<file path="src/rtl/matmul_seq.sv">
// Sequential fixed-point matrix multiplier C = A x B: one multiply-accumulate per cycle, results streamed row-major.
// Optional build macro MATMUL_SAT_EN: saturate results to the signed DATA_WIDTH range instead of wrapping.
module matmul_seq #(
  parameter int DATA_WIDTH = 16,
  parameter int FRAC_BITS  = 8,
  parameter int ROW_1      = 8,
  parameter int COL_1      = 4,
  parameter int COL_2      = 8
) (
  input  logic                                clk,
  input  logic                                rst,
  input  logic                                start,
  input  logic [DATA_WIDTH*ROW_1*COL_1-1:0]   in_1,
  input  logic [DATA_WIDTH*COL_1*COL_2-1:0]   in_2,
  output logic                                busy,
  output logic [DATA_WIDTH-1:0]               out_data,
  output logic [$clog2(ROW_1)-1:0]            out_row,
  output logic [$clog2(COL_2)-1:0]            out_col,
  output logic                                out_valid,
  input  logic                                out_ready,
  output logic                                done
);

  localparam int DW  = DATA_WIDTH;
  localparam int RW  = $clog2(ROW_1);
  localparam int CW  = $clog2(COL_2);
  localparam int KW  = (COL_1 > 1) ? $clog2(COL_1) : 1;
  localparam int AW  = 2*DW + $clog2(COL_1);
  localparam int NA  = ROW_1*COL_1;
  localparam int NB  = COL_1*COL_2;
  localparam int AIW = (NA > 1) ? $clog2(NA) : 1;
  localparam int BIW = (NB > 1) ? $clog2(NB) : 1;

  typedef enum logic [1:0] {IDLE, RUN, EMIT, DONE} state_t;

  state_t state, state_n;

  logic signed [DW-1:0] a_mem [NA];
  logic signed [DW-1:0] b_mem [NB];

  logic [RW-1:0]        i;
  logic [CW-1:0]        j;
  logic [KW-1:0]        k;
  logic signed [AW-1:0] acc;

  logic                 start_job, mac, fire, last_k, last_col, last_elem;
  logic [AIW-1:0]       a_idx;
  logic [BIW-1:0]       b_idx;
  logic signed [2*DW-1:0] prod;

  assign start_job = (state == IDLE) && start;
  assign mac       = (state == RUN);
  assign fire      = (state == EMIT) && out_ready;
  assign last_k    = (k == KW'(COL_1-1));
  assign last_col  = (j == CW'(COL_2-1));
  assign last_elem = (i == RW'(ROW_1-1)) && last_col;

  assign a_idx = AIW'(int'(i)*COL_1 + int'(k));
  assign b_idx = BIW'(int'(k)*COL_2 + int'(j));
  assign prod  = a_mem[a_idx] * b_mem[b_idx];

  // NOTE: sequential blocks use non-blocking (<=) so every register samples pre-edge values.
  always_ff @(posedge clk or posedge rst) begin
    if (rst) state <= IDLE;
    else     state <= state_n;
  end

  // NOTE: defaults first in always_comb; any path leaving state_n unassigned would infer a latch.
  always_comb begin
    state_n = state;
    case (state)
      IDLE:    if (start) state_n = RUN;
      RUN:     if (last_k) state_n = EMIT;
      EMIT:    if (out_ready) state_n = last_elem ? DONE : RUN;
      DONE:    state_n = IDLE;
      default: state_n = IDLE;
    endcase
  end

  // NOTE: operand arrays get an explicit reset loop; a plain RAM inference would not clear on reset.
  always_ff @(posedge clk or posedge rst) begin
    if (rst) begin
      for (int n = 0; n < NA; n++) a_mem[n] <= '0;
      for (int n = 0; n < NB; n++) b_mem[n] <= '0;
    end else if (start_job) begin
      for (int n = 0; n < NA; n++) a_mem[n] <= in_1[DW*n +: DW];
      for (int n = 0; n < NB; n++) b_mem[n] <= in_2[DW*n +: DW];
    end
  end

  always_ff @(posedge clk or posedge rst) begin
    if (rst) begin
      i   <= '0;
      j   <= '0;
      k   <= '0;
      acc <= '0;
    end else if (start_job) begin
      i   <= '0;
      j   <= '0;
      k   <= '0;
      acc <= '0;
    end else if (mac) begin
      acc <= acc + AW'(prod);
      k   <= last_k ? '0 : k + KW'(1);
    end else if (fire) begin
      k   <= '0;
      acc <= '0;
      if (!last_elem) begin
        if (last_col) begin
          j <= '0;
          i <= i + RW'(1);
        end else begin
          j <= j + CW'(1);
        end
      end
    end
  end

`ifdef MATMUL_SAT_EN
  localparam logic signed [AW-1:0] MAX_V = {{(AW-DW+1){1'b0}}, {(DW-1){1'b1}}};
  localparam logic signed [AW-1:0] MIN_V = {{(AW-DW+1){1'b1}}, {(DW-1){1'b0}}};
  logic signed [AW-1:0] shifted;

  assign shifted = acc >>> FRAC_BITS;

  always_comb begin
    if (shifted > MAX_V)      out_data = {1'b0, {(DW-1){1'b1}}};
    else if (shifted < MIN_V) out_data = {1'b1, {(DW-1){1'b0}}};
    else                      out_data = shifted[DW-1:0];
  end
`else
  // Wrap-around: keep the low DATA_WIDTH bits of the floor-shifted sum.
  assign out_data = DW'(acc >>> FRAC_BITS);
`endif

  // Everything below derives from reset-cleared registers, so reset zeroes it without a clock.
  assign out_row   = i;
  assign out_col   = j;
  assign busy      = (state != IDLE);
  assign out_valid = (state == EMIT);
  assign done      = (state == DONE);

endmodule

</file>
<file path="config.mk">
export PLATFORM = sky130hd
export DESIGN_NAME = matmul_seq
export DESIGN_NICKNAME = d
export VERILOG_FILES = /design/src/rtl/matmul_seq.sv
export SDC_FILE = /design/constraint.sdc
export NUM_CORES = 2
export LEC_CHECK = 0
export CORE_AREA = 2 2 411 413
export DETAILED_ROUTE_END_ITERATION = 10
export DIE_AREA = 0 0 413 415
export PLACE_DENSITY = 0.64
export SLEW_MARGIN = 10
export SYNTH_ARGS = -nofsm -noshare
export SYNTH_HDL_FRONTEND = slang
export SYNTH_SLANG_ARGS = --single-unit
</file>
<file path="constraint.sdc">
create_clock -name clk -period 35 [get_ports clk]
set_input_delay 7 -clock clk [delete_from_list [all_inputs] [get_ports clk]]
set_output_delay 7 -clock clk [all_outputs]
set_load 0.02 [all_outputs]
</file>
Yosys cells after proc, flatten, opt, wreduce, memory -nomap -nowiden. Cells that the tools add are included.

Add/subtract/negate cells: 6. $mul: 1. Divide/modulo/power cells: 0. $lt $le $gt $ge: 2. Equal/unequal tests: 11. Shifts and indexed selects: 0. Mux-type cells: 28. Bitwise gates (word level): 2. Reductions and logical operators: 11.

Operator list (number): $bmux W16 S5 (2); $mux W34 (3); $mux W16 (4); $add A34 B32 Y34 (1); $mul A16 B16 Y32 (1); $mux W3 (10); $mux W2 (8); $ge A6 B6 Y1 const B (2); $not A5 Y6 (2); $pmux W2 S4 (1); $add A3 B1 Y3 const B (2); $eq A2 B2 Y1 const B (3); $eq A3 B3 Y1 const B (2); $ne A2 B2 Y1 const B (3); $reduce_and A3 Y1 (2); $reduce_bool A2 Y1 (3); $add A5 B2 Y5 (1); $add A5 B3 Y5 (1); $ne A2 B1 Y1 const B (2); $reduce_and A4 Y1 (1); $logic_and A1 B1 Y1 (3); $reduce_bool A3 Y1 (1); $add A2 B1 Y2 const B (1); $eq A2 B1 Y1 const B (1); $logic_not A2 Y1 (1).

Register bits: 1068. Latch bits: 0. RAM bits: 0. Bits in read-only memories: 0. Logic and storage cells: 130. Memories kept: 0.

Logic depth before layout (Yosys ltp).
Depth in word-level cells: 9. Depth in mapped cells: 35. Mapped depth without buffers: 27.

Worst setup path after synthesis. No wires, ideal clock.

Path type: reg2reg. Start: register j[0], in the netlist out_col[0]. End: register acc[23]. Setup time: 121 ps. Arrival time: 8519 ps. Setup slack: 26360 ps. Cell stages (with the launch flop): 33. Buffers on the path: 7. Period minus slack after synthesis: 8640 ps. Path through: dfrtp_1 > buf_4 > buf_6 > buf_6 > buf_6 > buf_6 > buf_2 > mux4_2 > mux4_2 > mux2i_2 > buf_2 > nor2_1 > fa_1 > inv_1 > fa_1 > fa_1 > fa_1 > inv_1 > fa_1 > inv_1 > fa_1 > inv_1 > ha_1 > and2_1 > a221oi_1 > nor2b_1 > nand3_1 > a31oi_1 > o21bai_1 > a41o_1 > o41ai_1 > xnor2_1 > a22o_1.

Cells in the longest elaborated chain, start to end: 9.

RTL lines: start: declaration (RTL line 42) `logic [CW-1:0] j;`; start signal: assignment (RTL line 113) `j <= j + CW'(1);`; $add A5 B3 Y5 (RTL line 59) `assign b_idx = BIW'(int'(k)*COL_2 + int'(j));`; $not A5 Y6 (not written as such) (RTL line 60) `assign prod = a_mem[a_idx] * b_mem[b_idx];`; $bmux W16 S5 (RTL line 60); $mux W16 (not written as such) (2 in a row) (RTL line 60); $mul A16 B16 Y32 (RTL line 60); $add A34 B32 Y34 (RTL line 103) `acc <= acc + AW'(prod);`; $mux W34 (RTL line 102) `end else if (mac) begin`; $mux W34 (RTL line 97) `end else if (start_job) begin`; end signal: assignment (RTL line 103); end: declaration (RTL line 44) `logic signed [AW-1:0] acc;`.

Every way passes these cells. The select of a mux whose other input is x is not followed. A chain may end at the register's enable or synchronous reset.

Worst setup path in the final report.
Start: input start. End: register b_mem[65] in the netlist's numbering.

Cells in the longest elaborated chain, start to end: 1.

RTL lines: start: declaration (RTL line 12) `input logic start,`; $logic_and A1 B1 Y1 (RTL line 51) `assign start_job = (state == IDLE) && start;`; end: declaration (RTL line 39) `logic signed [DW-1:0] b_mem [NB];`.

Every way passes these cells.

==> reports/qor.yml <==
die:
  die_h_um: 415
  fp.dieW_um: 413
  dieArea_um2: 171400
  rows: 150
  core_um2: 166700
  start_util: 0.3348
  num_io_pins: 1053
grt:
  grt_max_degree: 187
  first_global_vias: 38340
  grt_use_total: 0.2279
  grt_pass1_wl_um: 280200
  antenna_found_initial: 104
  grt-ovfl-total: 0
timing:
  fin_crit_sh: 0.3345
  timing.final.crit_period_ps: 11710
  holdWs_ps: 497.0
  finalSetupTns_ps: 0
  hold_viol_final: 0
  setup_viol: 0
  max_freq_mhz: 85.43
  drv_slew: 0
  worst_pin_slew_ps: 1156
  finClkSkew_ps: 62.60
  rsz0062_at_grt: "false"
  slew_headroom: 0.2292
synthesis:
  ys_seq_elements: 1058
  synth_seq_area_share: 0.4744
  syn-mean-instance-area_um2: 14.52
  ys_types: 71
  synth_area_leaders: "dfrtp_1 47%, mux2_2 21%, mux4_2 10%, fa_1 7.5%, inv_1 2.1%"
  yosys.area.top_type_share: 0.4744
  synth-edff-count: 0
  async_flop_share: 1.000
  syn_inst: 3842
  yosysTopAreaCell: "dfrtp_1"
  synth_flop_cell: "dfrtp_1"
  netlist_area_um2: 55800
  yosys_warnings: 0
  synth_fp_nets: 5165
finish:
  area_growth_pct: 29.87
  n_fill_cell: 15290
  fin_area_um2: 72470
  nets: 6159
  drive_above_1_share: 0.3221
  final_util: 0.4348
placement:
  place.gp.congestion: 0.8767
  io_buffers: 1052
  dpl_cell_area_um2: 68320
  place_hpwl_um: 154400
worst_setup_path:
  critPathCaptureType: "flop"
  worstPathRequired_ps: 35630
  start_kind: "input pin"
  worstPathArrival_ps: 12340
  path_class: "in -> reg"
  worst-path-max-fanout: 85
cts:
  cts_tree: "built"
  post-cts-setup-buffers: 0
  clock_latency_ps: 770
  hold_buffers: 0
  ctsResizeCount: 0
  root_buffer: "clkbuf_16"
  cts.clk_slew.worst_paths_ps: 60
  cts_buffers: 118
  cts.sinks: 1058
  cts_buffer_depth: 3
  cts_max_level: 3
job:
  maxCapViolCount: 0
detailed_routing:
  first_iter_violations: 2448
  viasPerCell: 5.015
  remaining_drc_errors: 0
  wl_um: 197500
  vias: 36090
  route.antenna.remaining_nets: 0
  routedWlPerCell_um: 27.45
  drt-pass1-iter-count: 5
worst_hold_path:
  hold_path_class: "reg -> reg"
run_status:
  outcome: "completed"
## Yosys cell counts, types with 12 or more instances
library cell,instances
mux2i_1,80
a22oi_1,24
nand2_1,141
nor2_1,121
buf_4,39
nand3_1,16
ha_1,86
buf_2,20
mux2_2,1035
xor2_1,14
xnor2_1,24
o22ai_1,13
and2_1,19
mux4_2,257
fa_1,209
nor2b_1,19
buf_6,27
inv_1,308
clkbuf_1,141
a22o_1,12
a21oi_1,20
nand2b_1,20
dfrtp_1,1058
o21ai_0,25
## path summary, 6_finish.rpt
kind,start,endpoint,slack [ps],depth (start not counted)
max reg2reg,k[0],acc[22],24680,28
max,start,b_mem[65],23290,8
min in group asynchronous,rst,b_mem[457],6600,2
min,b_mem[335],b_mem[335],500,1
min reg2reg,b_mem[335],b_mem[335],500,1
max in group asynchronous,rst,a_mem[141],23560,7
## area by class of cell
class / count / area [um^2] / share of cell area
Antenna cell: 61 / 152.6 / 0.002106
Inverter: 315 / 1186 / 0.01637
Clock buffer: 172 / 3497 / 0.04826
Timing Repair Buffer: 1113 / 11040 / 0.1523
Clock inverter: 42 / 496.7 / 0.006854
Sequential cell: 1058 / 26500 / 0.3656
Multi-Input combinational cell: 2230 / 26840 / 0.3704
Tap cell: 2204 / 2758 / 0.03805
## kinds of logic (layout without fill, tap and decap cells)
kind of cell,count (synthesis),after routing,share of synthesized area
multiplexers,1382,1382,0.3309
flip-flops,1058,1058,0.4744
buffers and inverters,554,1642,0.04489
AND/OR/NAND/NOR,363,363,0.02942
adder cells (fa/ha/maj),295,295,0.09426
AO/OA/AOI/OAI,149,149,0.01897
XOR/XNOR,41,41,0.007175
other,0,61,0
## flip-flops by register name, summed over array words and instances (netlist names)
register / cells
state: 2
out_col: 3
out_row: 3
k: 2
a_mem: 512
acc: 24
b_mem: 512
## critical path, stage by stage
cell and delay (ps):
clkdlybuf4s50_1 510, inv_1 80, nor2_4 620, buf_4 710
buf_4 830, buf_4 850, buf_4 950, mux2_2 420
## metrics by stage
step | setup slack (ps) | cells
2_1_floorplan | 13410 | 3842
3_3_place_gp | 22620 | 6920
3_5_place_dp | 22610 | 6920
4_1_cts | 23390 | 7134
5_1_grt | 22770 | 7178
6_report | 23290 | 7195
## routing by layer
metal,track usage,up-vias,wire [um],part of all wire
li1,-,15640,-,-
met1,0.2813,18900,78260,0.40
met2,0.3780,1170,98080,0.50
met3,0.06912,316,15600,0.079
met4,0.07667,62,5169,0.026
met5,0,-,412,0.0021
## cell usage in the layout (no fill, tap or decap), drive strengths merged, types with 19 or more instances in the layout
cell type	Yosys	routed
a21oi	20	20
a22oi	28	28
and2	19	19
buf	97	61
clkbuf	142	172
clkdlybuf4s50	0	1052
clkinv	0	30
dfrtp	1058	1058
diode	0	61
fa	209	209
ha	86	86
inv	315	316
mux2	1035	1035
mux2i	84	84
mux4	263	263
nand2	142	142
nand2b	20	20
nor2	122	122
nor2b	19	19
o21ai	29	29
xnor2	24	24
Power is left out: the tool's default activity adds up to more than one toggle a clock period on the data nets, which glitch-free logic cannot reach.
